==> src/rtl/mmio_controller.sv <==
// Memory-mapped I/O front end: decodes switch, LED, keyboard FIFO and timer registers and gates RAM writes.
// Optional cycle timer is built only when MMIO_TIMER_EN is defined; otherwise its address reads as zero.
module mmio_controller #(
    parameter int          FIFO_DEPTH = 8,
    parameter logic [31:0] ADDR_SW    = 32'd4096,
    parameter logic [31:0] ADDR_LED   = 32'd4097,
    parameter logic [31:0] ADDR_KEY   = 32'd4098,
    parameter logic [31:0] ADDR_KSTAT = 32'd4099,
    parameter logic [31:0] ADDR_TIMER = 32'd4100
) (
    input  logic        clock,
    input  logic        reset,
    input  logic [31:0] addr,
    input  logic [31:0] wdata,
    input  logic        wren,
    input  logic        rden,
    input  logic [31:0] ram_q,
    output logic        ram_wren,
    output logic [31:0] q_dmem,
    input  logic [15:0] sw,
    output logic [15:0] led,
    input  logic        key_valid,
    input  logic [7:0]  key_data,
    output logic        key_ready
);
    localparam int         PTR_W   = $clog2(FIFO_DEPTH);
    localparam logic [4:0] DEPTH_C = 5'(FIFO_DEPTH);

    logic [15:0]      sw_meta_q, sw_sync_q;
    logic [15:0]      led_q, led_d;
    logic [7:0]       mem_q [FIFO_DEPTH];
    logic [7:0]       mem_d [FIFO_DEPTH];
    logic [PTR_W-1:0] wr_ptr_q, wr_ptr_d, rd_ptr_q, rd_ptr_d;
    logic [4:0]       count_q, count_d;
    logic [31:0]      timer_val;
    logic [31:0]      io_data;

    logic hit_sw, hit_led, hit_key, hit_kstat, hit_timer, io_hit;
    logic full, empty, push, pop;

    assign hit_sw    = (addr == ADDR_SW);
    assign hit_led   = (addr == ADDR_LED);
    assign hit_key   = (addr == ADDR_KEY);
    assign hit_kstat = (addr == ADDR_KSTAT);
    assign hit_timer = (addr == ADDR_TIMER);
    assign io_hit    = hit_sw | hit_led | hit_key | hit_kstat | hit_timer;

    assign full      = (count_q == DEPTH_C);
    assign empty     = (count_q == 5'd0);
    // A full FIFO refuses the push even if a pop frees a slot this cycle.
    assign push      = key_valid & ~full;
    assign pop       = rden & hit_key & ~empty;

    assign ram_wren  = wren & ~io_hit;
    assign key_ready = ~full;
    assign led       = led_q;

    always_comb begin
        led_d    = led_q;
        mem_d    = mem_q;
        wr_ptr_d = wr_ptr_q;
        rd_ptr_d = rd_ptr_q;
        count_d  = count_q;
        if (wren && hit_led) led_d = wdata[15:0];
        if (push) begin
            mem_d[wr_ptr_q] = key_data;
            wr_ptr_d        = wr_ptr_q + PTR_W'(1);
        end
        if (pop) rd_ptr_d = rd_ptr_q + PTR_W'(1);
        case ({push, pop})
            2'b10:   count_d = count_q + 5'd1;
            2'b01:   count_d = count_q - 5'd1;
            default: count_d = count_q;
        endcase
    end

    always_ff @(posedge clock or posedge reset) begin
        if (reset) begin
            sw_meta_q <= '0;
            sw_sync_q <= '0;
            led_q     <= '0;
            wr_ptr_q  <= '0;
            rd_ptr_q  <= '0;
            count_q   <= '0;
            for (int i = 0; i < FIFO_DEPTH; i++) mem_q[i] <= '0;
        end else begin
            sw_meta_q <= sw;
            sw_sync_q <= sw_meta_q;
            led_q     <= led_d;
            wr_ptr_q  <= wr_ptr_d;
            rd_ptr_q  <= rd_ptr_d;
            count_q   <= count_d;
            for (int i = 0; i < FIFO_DEPTH; i++) mem_q[i] <= mem_d[i];
        end
    end

`ifdef MMIO_TIMER_EN
    logic [31:0] timer_q, timer_d;

    always_comb begin
        timer_d = timer_q + 32'd1;
        if (wren && hit_timer) timer_d = wdata;
    end

    always_ff @(posedge clock or posedge reset) begin
        if (reset) timer_q <= '0;
        else       timer_q <= timer_d;
    end

    assign timer_val = timer_q;
`else
    assign timer_val = 32'd0;
`endif

    always_comb begin
        io_data = 32'd0;
        if (hit_sw)         io_data = {16'd0, sw_sync_q};
        else if (hit_led)   io_data = {16'd0, led_q};
        else if (hit_key)   io_data = empty ? 32'd0 : {23'd0, 1'b1, mem_q[rd_ptr_q]};
        else if (hit_kstat) io_data = {25'd0, empty, full, count_q};
        else if (hit_timer) io_data = timer_val;
        q_dmem = io_hit ? io_data : ram_q;
    end
endmodule

==> config.mk <==
export PLATFORM = sky130hd
export DESIGN_NAME = mmio_controller
export DESIGN_NICKNAME = d
export VERILOG_FILES = /design/src/rtl/mmio_controller.sv
export SDC_FILE = /design/constraint.sdc
export NUM_CORES = 1
export LEC_CHECK = 0
export ABC_AREA = 1
export ABC_CLOCK_PERIOD_IN_PS = 8500
export CAP_MARGIN = 10
export CORE_UTILIZATION = 53
export CTS_CLUSTER_SIZE = 12
export DETAILED_ROUTE_END_ITERATION = 7
export PLACE_DENSITY = 0.86
export REMOVE_ABC_BUFFERS = 1
export SYNTH_ARGS = -nofsm -noshare
export SYNTH_HDL_FRONTEND = slang
export SYNTH_SLANG_ARGS = --single-unit
export TNS_END_PERCENT = 50
==> constraint.sdc <==
create_clock -name clock -period 8.5 [get_ports clock]
set_input_delay 2.55 -clock clock [delete_from_list [all_inputs] [get_ports clock]]
set_output_delay 2.55 -clock clock [all_outputs]
set_load 0.05 [all_outputs]
# --- Word-level counts from Yosys, hierarchy flattened ---
# Index checks and enable logic that the tools add are counted.
word_totals:
  ff_bits: 123
  latch_bits: 0
  ram_bits: 0
  rom_bits: 0
  input_bits: 125
  output_inout_bits: 50
  wordCells: 59
  memories: 0
classes:
  addsub: 4
  multipliers: 0
  div_mod_pow: 0
  order_cmp: 3
  eq_ne: 8
  shifts: 0
  n_mux: 13
  n_bitwise: 13
  reduce_logical: 4
op_table:
  columns: ["cell", "count"]
  rows:
  - ["$eq 32x13->1 const B", 5]
  - ["$bwmux 64", 1]
  - ["$mux 16", 2]
  - ["$mux 32", 1]
  - ["$bmux 8 s3", 1]
  - ["$demux 8 s3", 1]
  - ["$mux 8", 3]
  - ["$mux 9", 2]
  - ["$pmux 5 s2", 1]
  - ["$ge 4x4->1 const B", 2]
  - ["$not 3->4", 2]
  - ["$mux 7", 1]
  - ["$add 3x1->3 const B", 2]
  - ["$add 5x1->5 const B", 1]
  - ["$eq 5x4->1 const B", 1]
  - ["$logic_not 5->1", 1]
  - ["$sub 5x1->5 const B", 1]
  - ["$and 1x1->1", 4]
  - ["$lt 4x1->1 const B", 1]
  - ["$or 1x1->1", 4]
  - ["$not 1->1", 3]
  - ["$eq 2x1->1 const B", 1]
  - ["$eq 2x2->1 const B", 1]
  - ["$logic_and 1x1->1", 2]
  - ["$reduce_bool 2->1", 1]

# --- Depth between registers and ports, before layout ---
logic_depth:
  ltp_word: 9
  mapped_depth: 17

# --- Least setup slack after synthesis ---
# No wires, ideal clock.
synth_timing:
  path_kind: "input to output"
  from: "input addr[5]"
  to: "output q_dmem[19]"
  arrival_ps: 4068
  path_slack_ps: 1882
  stages: 9
  n_path_buf: 1
  path_cell_list: "nor2_1 nand2_2 inv_2 nand2_4 nor2_8 o21bai_4 nand2_4 buf_2 nor2_1"
synth_via:
  elab_chain_len: 6
  word_cells_on_any_way: 10
  cone_classes: "eq/ne: 5; mux: 1; bitwise: 4"
synth_rtl:
  columns: ["element", "line_no", "rtl"]
  rows:
  - ["start: declaration", "13", "input logic [31:0] addr,"]
  - ["$eq 32x13->1, on equally long branches", "41, 42", null]
  - ["$or 1x1->1 (3 in a row)", "46", "assign io_hit = hit_sw | hit_led | hit_key | hit_kstat | hit_timer;"]
  - ["$or 1x1->1 (*)", "46", null]
  - ["$mux 32 (*)", "122", "q_dmem = io_hit ? io_data : ram_q;"]
  - ["end: declaration", "19", "output logic [31:0] q_dmem,"]
# Every way passes the cells marked *; elsewhere a longest branch is shown, timed or not.

# --- Final worst setup path ---
layout_timing:
  from: "input addr[8]"
  to: "output q_dmem[28]"
# Same word-level chain as after synthesis.

==> impl_metrics.tcl <==
set metrics [dict create \
    syn_inst 858 \
    core-area_um2 12200 \
    num_vias 6089 \
    drc 0 \
    ys_warn_count 0 \
    post_cts_buffers 0 \
    grt-ovfl-total 0 \
    outcome "finished clean" \
    cp.arrival_ns 5.31 \
    fp-row-count 40 \
    grt_max_degree 71 \
    yosysUniqueCellTypes 36 \
    die_area_um2 13100 \
    cts_tree "built" \
    clockBufferDepth 2 \
    final_util_pct 73.0 \
    insertedDiodeCount 0 \
    clockRootBuffer "clkbuf_16" \
    setup-violations-final 0 \
    worst-path-buf-inv 2 \
    cts_buffers 17 \
    path_clk_slew_ns 0.05 \
    min_period_ns 7.86 \
    dr.pass1.iters 5 \
    max_stage_delay_ns 0.84 \
    h-tree-depth 4 \
    yosysTopAreaCell "dfrtp_1" \
    tns_ns 0 \
    clock_sinks 123 \
    hold_path.class "flop to flop" \
    syn_to_final_growth_pct 32.1 \
    power_density_nw_per_um2 244 \
    synth_top_area_share_pct 45.8 \
    antenna_found_initial 0 \
    gp_congestion 0.883 \
    synth-seq-cells 123 \
    timing.fmax_ghz 0.127 \
    fill_cells 879 \
    syn_avg_cell_area_um2 7.83 \
    synth_ff_type "dfrtp_1" \
    worst_pin_slew_ns 1.09 \
    cts_resized 0 \
    start_util_pct 55.2 \
    finalCritPeriodShare_pct 92.5 \
    crit_slowest_cell "clkdlybuf4s50_1" \
    met2_usage_pct 50.1 \
    grt_busiest_layer "met2" \
    max_cap_viol_count 0 \
    relSlewSlack_pct 27.5 \
    numPortBuffers 158 \
    critical_path.max_fanout 24 \
    synth_area_leaders "dfrtp_1 46%, nand2_1 15%, nand3_1 7.5%" \
    antenna_left 0 \
    cp.required_ns 5.95 \
    avgViaCountPerCell 5.13 \
    r2r_setup_slack_ns 5.68 \
    path_class "input pin to output port" \
    synth_edf_count 0 \
    clkLatencyLatePin_ns 0.41 \
    finalWirelength_um 17600 \
    slew_viol_final 0 \
    synth_area_um2 6720 \
    rsz0062_at_grt "no" \
    final_common_cell "nand2_1" \
    mostFrequentLayoutCells "269 x nand2_1, 158 x clkdlybuf4s50_1, 123 x dfrtp_1, 119 x inv_1, 101 x nand3_1" \
    final-hold-violation-count 0 \
    grt_pass1_wl_um 27800 \
    holdBufCountCts 0 \
    worstPathCellList "clkdlybuf4s50_1 -> nor2_1 -> nand3_1 -> nor2_2 -> nand2_1 -> nand2_2 -> o21bai_4 -> nand2_4 -> nor2_1 -> clkdlybuf4s50_1" \
    gr-usage-met1_pct 31.7 \
    wl_per_cell_um 14.8 \
    ir_worst_vdd_v 0.000171 \
    fin_hold_ws_ns 0.346 \
    cpLargestDelayFamily "buffers and inverters" \
    grt_pass1_vias 5910 \
    crit_path_start_kind "input pin" \
    seq_area_frac_synth_pct 45.8 \
    dieHeight_um 115 \
    worstSetupEndpointType "output port" \
    p_leak_nw 4.46 \
    use_met3_pct 5.61 \
    drt_first_iter_violations 511 \
    drive_gt1_share_pct 9.33 \
    finClkSkew_ns 0.00664 \
    finalNetCount 1136 \
    synthArstFlopShare_pct 100 \
    grtUsageTotal_pct 28.0 \
    dp_hpwl_um 11800 \
    pin_count 175 \
    die_w_um 115 \
]
-- synth_stat cells, types with 2 or more instances --
master,number
clkinv_1,2
xnor2_1,3
nor2_8,2
nand4_4,7
xor2_1,7
nand2_2,6
nand3_1,101
buf_4,2
nor2_1,68
nor2_2,3
o21ai_1,37
nand2_1,269
buf_2,13
inv_1,120
buf_6,11
nor2_4,5
o21ai_2,19
nand3b_1,9
nand2_4,4
ha_1,6
clkbuf_1,6
dfrtp_1,123
inv_2,7
o21ai_0,16
-- cell families (layout without fill, tap and decap cells) --
family | Yosys count | in the layout | synth area share, %
fa+ha+maj | 6 | 6 | 1.12
compound gates | 76 | 76 | 7.23
flops | 123 | 123 | 45.8
simple gates | 479 | 479 | 33.5
xor+xnor | 10 | 10 | 1.30
buf+inv | 164 | 324 | 11.1
-- state kept, by name (all words and copies together) (netlist names) --
signal     cells
count_q        5
mem_q         64
rd_ptr_q       3
sw_meta_q     16
led           16
wr_ptr_q       3
sw_sync_q     16
-- worst register-to-register path, delay by kind of cell, from the launching register on --
family,cells,cell delay [ns]
and+or+nand+nor,7,0.83
adders and majority gates,2,0.52
DFF,1,0.48
xor gates and xnor gates,2,0.42
buffers and inverters,3,0.35
AOI/OAI and AO/OA,1,0.11
-- power by group --
part / total, mW / internal (mW) / switching [mW]
Clock: 0.709 / 0.457 / 0.252
Sequential: 0.875 / 0.748 / 0.126
Combinational: 0.583 / 0.233 / 0.350
Total: 2.17 / 1.44 / 0.728
-- routing by layer --
metal	part of all wire, %	wire length (µm)
met1	39	6810
met2	51	8940
met3	6.9	1220
met4	3.4	594
met5	0	0
-- stage by stage --
stage	cell area, µm²	setup slack (ns)	power (mW)	cells
global placement	8290	0.642	1.41	1154
floorplan	6470	1.82	1.27	825
CTS	8870	0.608	2.17	1186
global route	8870	0.390	2.29	1186
detailed placement	8290	0.613	1.45	1154
finish	8870	0.636	2.17	1186
-- final cells by class --
cell class	instances	area (µm²)	area share (%)
Sequential cell	123	3080	34.7
Multi-Input combinational cell	571	2900	32.6
Timing Repair Buffer	161	1600	18.1
Inverter	131	500	5.64
Clock buffer	19	433	4.88
Tap cell	168	210	2.37
Clock inverter	13	151	1.71
-- worst paths after layout --
path,from,to,depth (start not counted)
max reg2reg,count_q[2]$_DFFE_PP0P_,count_q[4]$_DFFE_PP0P_,15
min in group asynchronous,reset,led[0]$_DFFE_PP0P_,2
min reg2reg,sw_meta_q[14]$_DFF_PP0_,sw_sync_q[14]$_DFF_PP0_,0
max,addr[8],q_dmem[28],10
min,sw_meta_q[14]$_DFF_PP0_,sw_sync_q[14]$_DFF_PP0_,0
max in group asynchronous,reset,mem_q[28]$_DFFE_PP0P_,3
(Power assumes the default switching activity.)
